File: config.mk
export PLATFORM = sky130hd
export DESIGN_NAME = ddram_wr_fifo_flat
export DESIGN_NICKNAME = d
export VERILOG_FILES = /design/src/rtl/ddram_pkg.sv /design/src/rtl/ddram_wr_fifo_if.sv /design/src/rtl/ddram_sync_fifo.sv /design/src/rtl/ddram_wr_fifo.sv /design/src/flat_wrapper.sv
export SDC_FILE = /design/constraint.sdc
export NUM_CORES = 2
export LEC_CHECK = 0
export CAP_MARGIN = 20
export CORE_UTILIZATION = 60
export CTS_CLUSTER_DIAMETER = 200
export CTS_CLUSTER_SIZE = 40
export DETAILED_ROUTE_END_ITERATION = 6
export PLACE_DENSITY = 0.77
export SLEW_MARGIN = 20
export SYNTH_ARGS = -nofsm -noshare
export SYNTH_HDL_FRONTEND = slang
export SYNTH_SLANG_ARGS = --single-unit
File: constraint.sdc
create_clock -name CLK_VIDEO -period 14.1 [get_ports CLK_VIDEO]
set_clock_uncertainty 0.15 [all_clocks]
set_input_delay 2.82 -clock CLK_VIDEO [delete_from_list [all_inputs] [get_ports CLK_VIDEO]]
set_output_delay 2.82 -clock CLK_VIDEO [all_outputs]
set_load 0.01 [all_outputs]
File: src/rtl/ddram_pkg.sv
// Shared types and constants for the DDRAM write buffer.
package ddram_pkg;

    localparam int unsigned DDR_AW = 29;
    localparam int unsigned DDR_DW = 64;
    localparam int unsigned DDR_BW = 8;

    localparam logic [DDR_BW-1:0] BE_FULL = 8'hFF;

    typedef struct packed {
        logic [DDR_AW-1:0] addr;
        logic [DDR_DW-1:0] data;
        logic [DDR_BW-1:0] be;
    } ddr_wr_t;

    // Overlay the bytes of new_d selected by be onto old_d.
    function automatic logic [DDR_DW-1:0] merge_bytes(input logic [DDR_DW-1:0] old_d,
                                                      input logic [DDR_DW-1:0] new_d,
                                                      input logic [DDR_BW-1:0] be);
        logic [DDR_DW-1:0] r;
        r = old_d;
        for (int b = 0; b < int'(DDR_BW); b++) begin
            if (be[b]) r[8*b +: 8] = new_d[8*b +: 8];
        end
        return r;
    endfunction

endpackage

File: src/rtl/ddram_wr_fifo_if.sv
// DDRAM write port bundle; master is the write buffer, slave is the DDR arbiter.
interface ddram_wr_fifo_if;
    import ddram_pkg::*;

    logic                DDRAM_CLK;
    logic                DDRAM_BUSY;
    logic [7:0]          DDRAM_BURSTCNT;
    logic [DDR_AW-1:0]   DDRAM_ADDR;
    logic [DDR_DW-1:0]   DDRAM_DIN;
    logic [DDR_BW-1:0]   DDRAM_BE;
    logic                DDRAM_WE;
    logic                DDRAM_RD;

    modport master (
        output DDRAM_CLK, DDRAM_BURSTCNT, DDRAM_ADDR, DDRAM_DIN, DDRAM_BE, DDRAM_WE, DDRAM_RD,
        input  DDRAM_BUSY
    );

    modport slave (
        input  DDRAM_CLK, DDRAM_BURSTCNT, DDRAM_ADDR, DDRAM_DIN, DDRAM_BE, DDRAM_WE, DDRAM_RD,
        output DDRAM_BUSY
    );

endinterface

File: src/rtl/ddram_sync_fifo.sv
// Single-clock FIFO; a push into a full FIFO is accepted only when a pop happens on the same edge.
module ddram_sync_fifo #(
    parameter int unsigned W          = 101,
    parameter int unsigned DEPTH_LOG2 = 5
) (
    input  logic                  clk,
    input  logic                  reset,
    input  logic                  push,
    input  logic [W-1:0]          din,
    input  logic                  pop,
    output logic [W-1:0]          dout_c,
    output logic                  full,
    output logic                  empty,
    output logic [DEPTH_LOG2:0]   level
);

    localparam int unsigned DEPTH = 2**DEPTH_LOG2;
    localparam int unsigned LW    = DEPTH_LOG2 + 1;

    logic [W-1:0]            mem [DEPTH];
    logic [DEPTH_LOG2-1:0]   wr_ptr;
    logic [DEPTH_LOG2-1:0]   rd_ptr;
    logic                    do_push_c;
    logic                    do_pop_c;
    logic [LW-1:0]           level_nxt_c;

    // Qualify push/pop and compute the next occupancy.
    always_comb begin
        do_pop_c    = pop & ~empty;
        do_push_c   = push & (~full | do_pop_c);
        level_nxt_c = level;
        if (do_push_c & ~do_pop_c)      level_nxt_c = level + LW'(1);
        else if (do_pop_c & ~do_push_c) level_nxt_c = level - LW'(1);
    end

    // Pointers wrap naturally at 2**DEPTH_LOG2; flags are registered from the next level.
    always_ff @(posedge clk) begin
        if (reset) begin
            wr_ptr <= '0;
            rd_ptr <= '0;
            level  <= '0;
            full   <= 1'b0;
            empty  <= 1'b1;
        end else begin
            if (do_push_c) wr_ptr <= wr_ptr + DEPTH_LOG2'(1);
            if (do_pop_c)  rd_ptr <= rd_ptr + DEPTH_LOG2'(1);
            level <= level_nxt_c;
            full  <= (level_nxt_c == LW'(DEPTH));
            empty <= (level_nxt_c == '0);
        end
    end

    // Storage array, no reset needed.
    always_ff @(posedge clk) begin
        if (do_push_c) mem[wr_ptr] <= din;
    end

    assign dout_c = mem[rd_ptr];

endmodule

File: src/rtl/ddram_wr_fifo.sv
// Pixel write buffer: merges half-word writes, queues them and drains to DDRAM under BUSY.
module ddram_wr_fifo
    import ddram_pkg::*;
#(
    parameter int unsigned DEPTH_LOG2 = 5,
    parameter bit          MERGE      = 1'b1,
    parameter int unsigned IDLE_FLUSH = 4
) (
    input  logic                CLK_VIDEO,
    input  logic                reset,
    input  logic                in_we,
    input  logic [DDR_AW-1:0]   in_addr,
    input  logic [DDR_DW-1:0]   in_din,
    input  logic [DDR_BW-1:0]   in_be,
    input  logic                flush,
    ddram_wr_fifo_if.master     ddr,
    output logic [DEPTH_LOG2:0] level,
    output logic                overflow
);

    localparam int unsigned IW = 4;
    localparam int unsigned W  = $bits(ddr_wr_t);

    ddr_wr_t          stage_q;
    logic             stage_v_q;
    logic [IW-1:0]    idle_q;
    ddr_wr_t          out_q;
    logic             out_v_q;
    ddr_wr_t          fifo_head_c;
    logic             fifo_full;
    logic             fifo_empty;
    logic             merge_c;
    logic             push_c;
    logic             pop_c;

    // Staging decisions and FIFO pop request.
    always_comb begin
        merge_c = in_we & stage_v_q & MERGE & (in_addr == stage_q.addr) & (stage_q.be != BE_FULL);
        push_c  = 1'b0;
        if (in_we) begin
            push_c = stage_v_q & ~merge_c;
        end else begin
            push_c = stage_v_q & ((stage_q.be == BE_FULL) | flush |
                                  (idle_q == IW'(IDLE_FLUSH - 1)));
        end
        pop_c = ~fifo_empty & (~out_v_q | ~ddr.DDRAM_BUSY);
    end

    ddram_sync_fifo #(
        .W          (W),
        .DEPTH_LOG2 (DEPTH_LOG2)
    ) u_fifo (
        .clk    (CLK_VIDEO),
        .reset  (reset),
        .push   (push_c),
        .din    (stage_q),
        .pop    (pop_c),
        .dout_c (fifo_head_c),
        .full   (fifo_full),
        .empty  (fifo_empty),
        .level  (level)
    );

    // Staging register: merge, load (displacing the old entry) or retire on idle/flush/full word.
    always_ff @(posedge CLK_VIDEO) begin
        if (reset) begin
            stage_q   <= '0;
            stage_v_q <= 1'b0;
            idle_q    <= '0;
        end else begin
            if (merge_c) begin
                stage_q.be   <= stage_q.be | in_be;
                stage_q.data <= merge_bytes(stage_q.data, in_din, in_be);
            end else if (in_we) begin
                stage_q   <= '{addr: in_addr, data: in_din, be: in_be};
                stage_v_q <= 1'b1;
            end else if (push_c) begin
                stage_v_q <= 1'b0;
            end
            if (in_we | push_c)  idle_q <= '0;
            else if (stage_v_q)  idle_q <= idle_q + IW'(1);
        end
    end

    // Output register: holds under BUSY, reloads from the FIFO head on each completed transfer.
    always_ff @(posedge CLK_VIDEO) begin
        if (reset) begin
            out_q   <= '0;
            out_v_q <= 1'b0;
        end else if (pop_c) begin
            out_q   <= fifo_head_c;
            out_v_q <= 1'b1;
        end else if (~ddr.DDRAM_BUSY) begin
            out_v_q <= 1'b0;
        end
    end

    // Sticky drop flag.
    always_ff @(posedge CLK_VIDEO) begin
        if (reset)                              overflow <= 1'b0;
        else if (push_c & fifo_full & ~pop_c)   overflow <= 1'b1;
    end

    assign ddr.DDRAM_CLK      = CLK_VIDEO;
    assign ddr.DDRAM_BURSTCNT = 8'd1;
    assign ddr.DDRAM_RD       = 1'b0;
    assign ddr.DDRAM_ADDR     = out_q.addr;
    assign ddr.DDRAM_DIN      = out_q.data;
    assign ddr.DDRAM_BE       = out_q.be;
    assign ddr.DDRAM_WE       = out_v_q;

endmodule
File: src/flat_wrapper.sv
// flat-port wrapper written by rule: the top's interface ports become plain ports
module ddram_wr_fifo_flat import ddram_pkg::*;
#(
    parameter int unsigned DEPTH_LOG2 = 5,
    parameter bit          MERGE      = 1'b1,
    parameter int unsigned IDLE_FLUSH = 4
)
  (CLK_VIDEO, reset, in_we, in_addr, in_din, in_be, flush, level, overflow, ddr_DDRAM_CLK, ddr_DDRAM_BURSTCNT, ddr_DDRAM_ADDR, ddr_DDRAM_DIN, ddr_DDRAM_BE, ddr_DDRAM_WE, ddr_DDRAM_RD, ddr_DDRAM_BUSY);
  ddram_wr_fifo_if ddr_i ();
  input  logic CLK_VIDEO;
  input  logic reset;
  input  logic in_we;
  input  logic [DDR_AW-1:0] in_addr;
  input  logic [DDR_DW-1:0] in_din;
  input  logic [DDR_BW-1:0] in_be;
  input  logic flush;
  output logic [DEPTH_LOG2:0] level;
  output logic overflow;
  output wire logic [$bits(ddr_i.DDRAM_CLK)-1:0] ddr_DDRAM_CLK;
  output wire logic [$bits(ddr_i.DDRAM_BURSTCNT)-1:0] ddr_DDRAM_BURSTCNT;
  output wire logic [$bits(ddr_i.DDRAM_ADDR)-1:0] ddr_DDRAM_ADDR;
  output wire logic [$bits(ddr_i.DDRAM_DIN)-1:0] ddr_DDRAM_DIN;
  output wire logic [$bits(ddr_i.DDRAM_BE)-1:0] ddr_DDRAM_BE;
  output wire logic [$bits(ddr_i.DDRAM_WE)-1:0] ddr_DDRAM_WE;
  output wire logic [$bits(ddr_i.DDRAM_RD)-1:0] ddr_DDRAM_RD;
  input wire logic [$bits(ddr_i.DDRAM_BUSY)-1:0] ddr_DDRAM_BUSY;
  assign ddr_DDRAM_CLK = ddr_i.DDRAM_CLK;
  assign ddr_DDRAM_BURSTCNT = ddr_i.DDRAM_BURSTCNT;
  assign ddr_DDRAM_ADDR = ddr_i.DDRAM_ADDR;
  assign ddr_DDRAM_DIN = ddr_i.DDRAM_DIN;
  assign ddr_DDRAM_BE = ddr_i.DDRAM_BE;
  assign ddr_DDRAM_WE = ddr_i.DDRAM_WE;
  assign ddr_DDRAM_RD = ddr_i.DDRAM_RD;
  assign ddr_i.DDRAM_BUSY = ddr_DDRAM_BUSY;
  ddram_wr_fifo #(.DEPTH_LOG2(DEPTH_LOG2), .MERGE(MERGE), .IDLE_FLUSH(IDLE_FLUSH)) u_core (.CLK_VIDEO(CLK_VIDEO), .reset(reset), .in_we(in_we), .in_addr(in_addr), .in_din(in_din), .in_be(in_be), .flush(flush), .ddr(ddr_i), .level(level), .overflow(overflow));
endmodule
==> results.py <==
metrics = {
    "power_and_ir_drop": {
        "p_per_area_mw_per_mm2": 149,
        "internal_power_mw": 15.3,
        "p_switching_mw": 5.47,
        "cellLeakagePower_nw": 41.4,
        "p_seq_share_pct": 56.1,
        "peakVddDrop_v": 0.000141,
        "p_comb_share_pct": 23.7,
        "p_sw_share_pct": 26.3,
        "clock_power_share_pct": 20.2,
    },
    "place": {
        "dp_hpwl_um": 170000,
        "io_buffers": 215,
        "gp_congestion": 0.821,
    },
    "finish": {
        "fin_nets": 5786,
        "utilization_pct": 64.8,
        "layout_commonest_cell": "edfxtp_1",
        "layout_common_cells": "3232 x edfxtp_1, 1010 x mux4_2, 227 x nor2_1",
        "synthToLayoutAreaGrowth_pct": 6.85,
        "layout-drive-gt1-share_pct": 24.0,
    },
    "clocking": {
        "clock_latency_ns": 0.94,
        "cts_tree": "built",
        "postCtsResizedCells": 0,
        "cts_setup_buffers": 0,
        "cts.reportedPaths.clkPinSlew_ns": 0.14,
        "postCtsHoldBufs": 0,
    },
    "global_routing": {
        "grt_start_max_net_pins": 147,
        "grt_use_total_pct": 27.8,
        "grt_pass1_vias": 59350,
        "antenna_found_initial": 16,
        "grt_pass1_wl_um": 428000,
        "overflow": 0,
    },
    "setup_path": {
        "criticalPathCategory": "clock port to output pin",
        "critical_path.max_fanout": 2,
        "required_ns": 11.13,
        "startpoint_type": "clock port",
        "cp.arrival_ns": 7.76,
        "end_kind": "output pin",
        "r2r_setup_slack_ns": 7.47,
    },
    "synth": {
        "yosys_register_bits": 3459,
        "synth_area_leader_cell": "edfxtp_1",
        "syn_area_per_cell_um2": 23.8,
        "synth_edf_count": 3232,
        "syn_area_mm2": 0.131,
        "ys_top_cells_by_area": "edfxtp_1 74%, mux4_2 17%, dfxtp_1 3.5%",
        "yosys.area.top_type_share_pct": 74.3,
        "ys_types": 56,
        "ys_seq_area_share_pct": 77.7,
        "synth_flop_cell": "edfxtp_1",
        "synthCells": 5500,
        "async_flop_share_pct": 0,
        "yosys_warnings": 0,
    },
    "floorplanning": {
        "coreArea_mm2": 0.215,
        "dieArea_mm2": 0.220,
        "io_pins": 225,
        "initial_utilization_pct": 60.7,
        "num_rows": 170,
        "die_y_um": 469,
        "die_w_um": 469,
    },
    "timing": {
        "setup_viol": 0,
        "whs_ns": 0.358,
        "maxSlewHeadroom_pct": 20.5,
        "setup_tns_ns": 0,
        "rsz0062_at_grt": "false",
        "max_slew.worst_pin.slew_ns": 1.19,
        "slew_violations": 0,
        "hold_viol_final": 0,
    },
    "min_path": {
        "hold_class": "flop to flop",
    },
    "drt": {
        "route.detailed.drc": 1,
        "wire_per_inst_um": 35.0,
        "wirelength_um": 300000,
        "via_count": 59099,
        "viasPerCell": 6.88,
        "drt_iter0_drc": 8091,
        "drt_first_pass_iters": 7,
        "antenna_left": 0,
    },
    "run_status": {
        "status": "finished, violations left",
        "violations": "DRC",
    },
    "run": {
        "cap_violations": 0,
    },
}
[worst max-delay path, stage by stage]
cell             delay, ns
clkbuf_16             0.12
clkbuf_16             0.12
clkdlybuf4s50_1       0.46
[through the flow]
stage	setup slack, ns	total power [mW]	area (µm²)	cells
floorplan	2.28	15.3	131000	5507
global placement	3.63	16.8	137000	8407
detailed placement	3.63	16.9	137000	8407
CTS	3.37	20.9	140000	8590
global route	3.35	21.4	140000	8593
finish	3.37	20.8	140000	8596
[flip-flops by register name, summed over array words and instances (netlist names)]
signal	count
u_core.ddr.DDRAM_ADDR	29
u_core.ddr.DDRAM_BE	8
u_core.ddr.DDRAM_DIN	64
u_core.ddr.DDRAM_WE	1
u_core.idle_q	4
u_core.overflow	1
u_core.stage_q	101
u_core.stage_v_q	1
u_core.u_fifo.empty	1
u_core.u_fifo.full	1
u_core.u_fifo.level	6
u_core.u_fifo.mem	3232
u_core.u_fifo.rd_ptr	5
u_core.u_fifo.wr_ptr	5
[cells by family (layout without fill, tap and decap cells)]
group / Yosys count / count (layout) / share of synthesized area (%)
buffers and inverters: 314 / 561 / 1.06
adder cells (fa/ha/maj): 8 / 8 / 0.0766
XOR/XNOR: 44 / 44 / 0.301
other: 2 / 13 / 0.00575
AO/OA/AOI/OAI: 126 / 126 / 0.723
multiplexers: 1210 / 1210 / 18.9
flip-flops: 3459 / 3459 / 77.7
AND/OR/NAND/NOR: 337 / 337 / 1.16
[worst paths after layout]
check	startpoint	end	cells after the start
worst max-delay path	CLK_VIDEO	ddr_DDRAM_CLK	3
worst min-delay path	u_core.ddr.DDRAM_DIN[15]	u_core.ddr.DDRAM_DIN[15]	2
worst max register to register	u_core.stage_q[7]	u_core.u_fifo.mem[19][23]	8
worst min register to register	u_core.ddr.DDRAM_DIN[15]	u_core.ddr.DDRAM_DIN[15]	2
[synth_stat cells, types with 2 or more instances]
| cell | n |
|---|---|
| nand2_4 | 8 |
| conb_1 | 2 |
| or3b_2 | 2 |
| buf_6 | 2 |
| or3_1 | 2 |
| mux2i_1 | 198 |
| nor2_1 | 255 |
| nor2b_1 | 2 |
| nand3b_1 | 2 |
| a211oi_1 | 101 |
| mux4_2 | 1010 |
| o21ai_0 | 2 |
| buf_2 | 100 |
| dfxtp_1 | 227 |
| nor4_1 | 6 |
| buf_1 | 12 |
| xor2_1 | 36 |
| nor4_2 | 4 |
| nand4_1 | 10 |
| clkbuf_1 | 180 |
| edfxtp_1 | 3232 |
| buf_4 | 14 |
| a22oi_1 | 8 |
| inv_1 | 5 |
| nand3_1 | 3 |
| ha_1 | 8 |
| xnor2_1 | 7 |
| a21oi_1 | 6 |
| nand2_1 | 24 |
| nor3_1 | 6 |
[layer usage]
metal	wire [µm]	global-route usage, %	share of wire (%)	up-vias
met5	45	0	0.015	-
met4	10500	8.85	3.5	8
met3	28800	4.63	9.6	406
met2	151000	45.4	50	3553
met1	110000	38.9	37	31625
li1	-	-	-	23507
[power by group through the flow]
stage	registers (mW)	logic, mW	clock network [mW]
global route	11.7	5.23	4.54
floorplan	11.9	3.40	0.00584
detailed placement	11.9	4.97	0.00721
CTS	11.6	5.00	4.25
global placement	11.9	4.91	0.00721
finish	11.6	4.92	4.21
[cell type report]
type	instances	area (µm²)
Sequential cell	3459	102000
Fill cell	13323	75800
Multi-Input combinational cell	1734	28000
Tap cell	2838	3550
Timing Repair Buffer	372	3480
Clock buffer	181	2860
Clock inverter	3	58.8
Inverter	5	18.8
Antenna cell	4	10.0
Power figures use the tool's default switching activity.
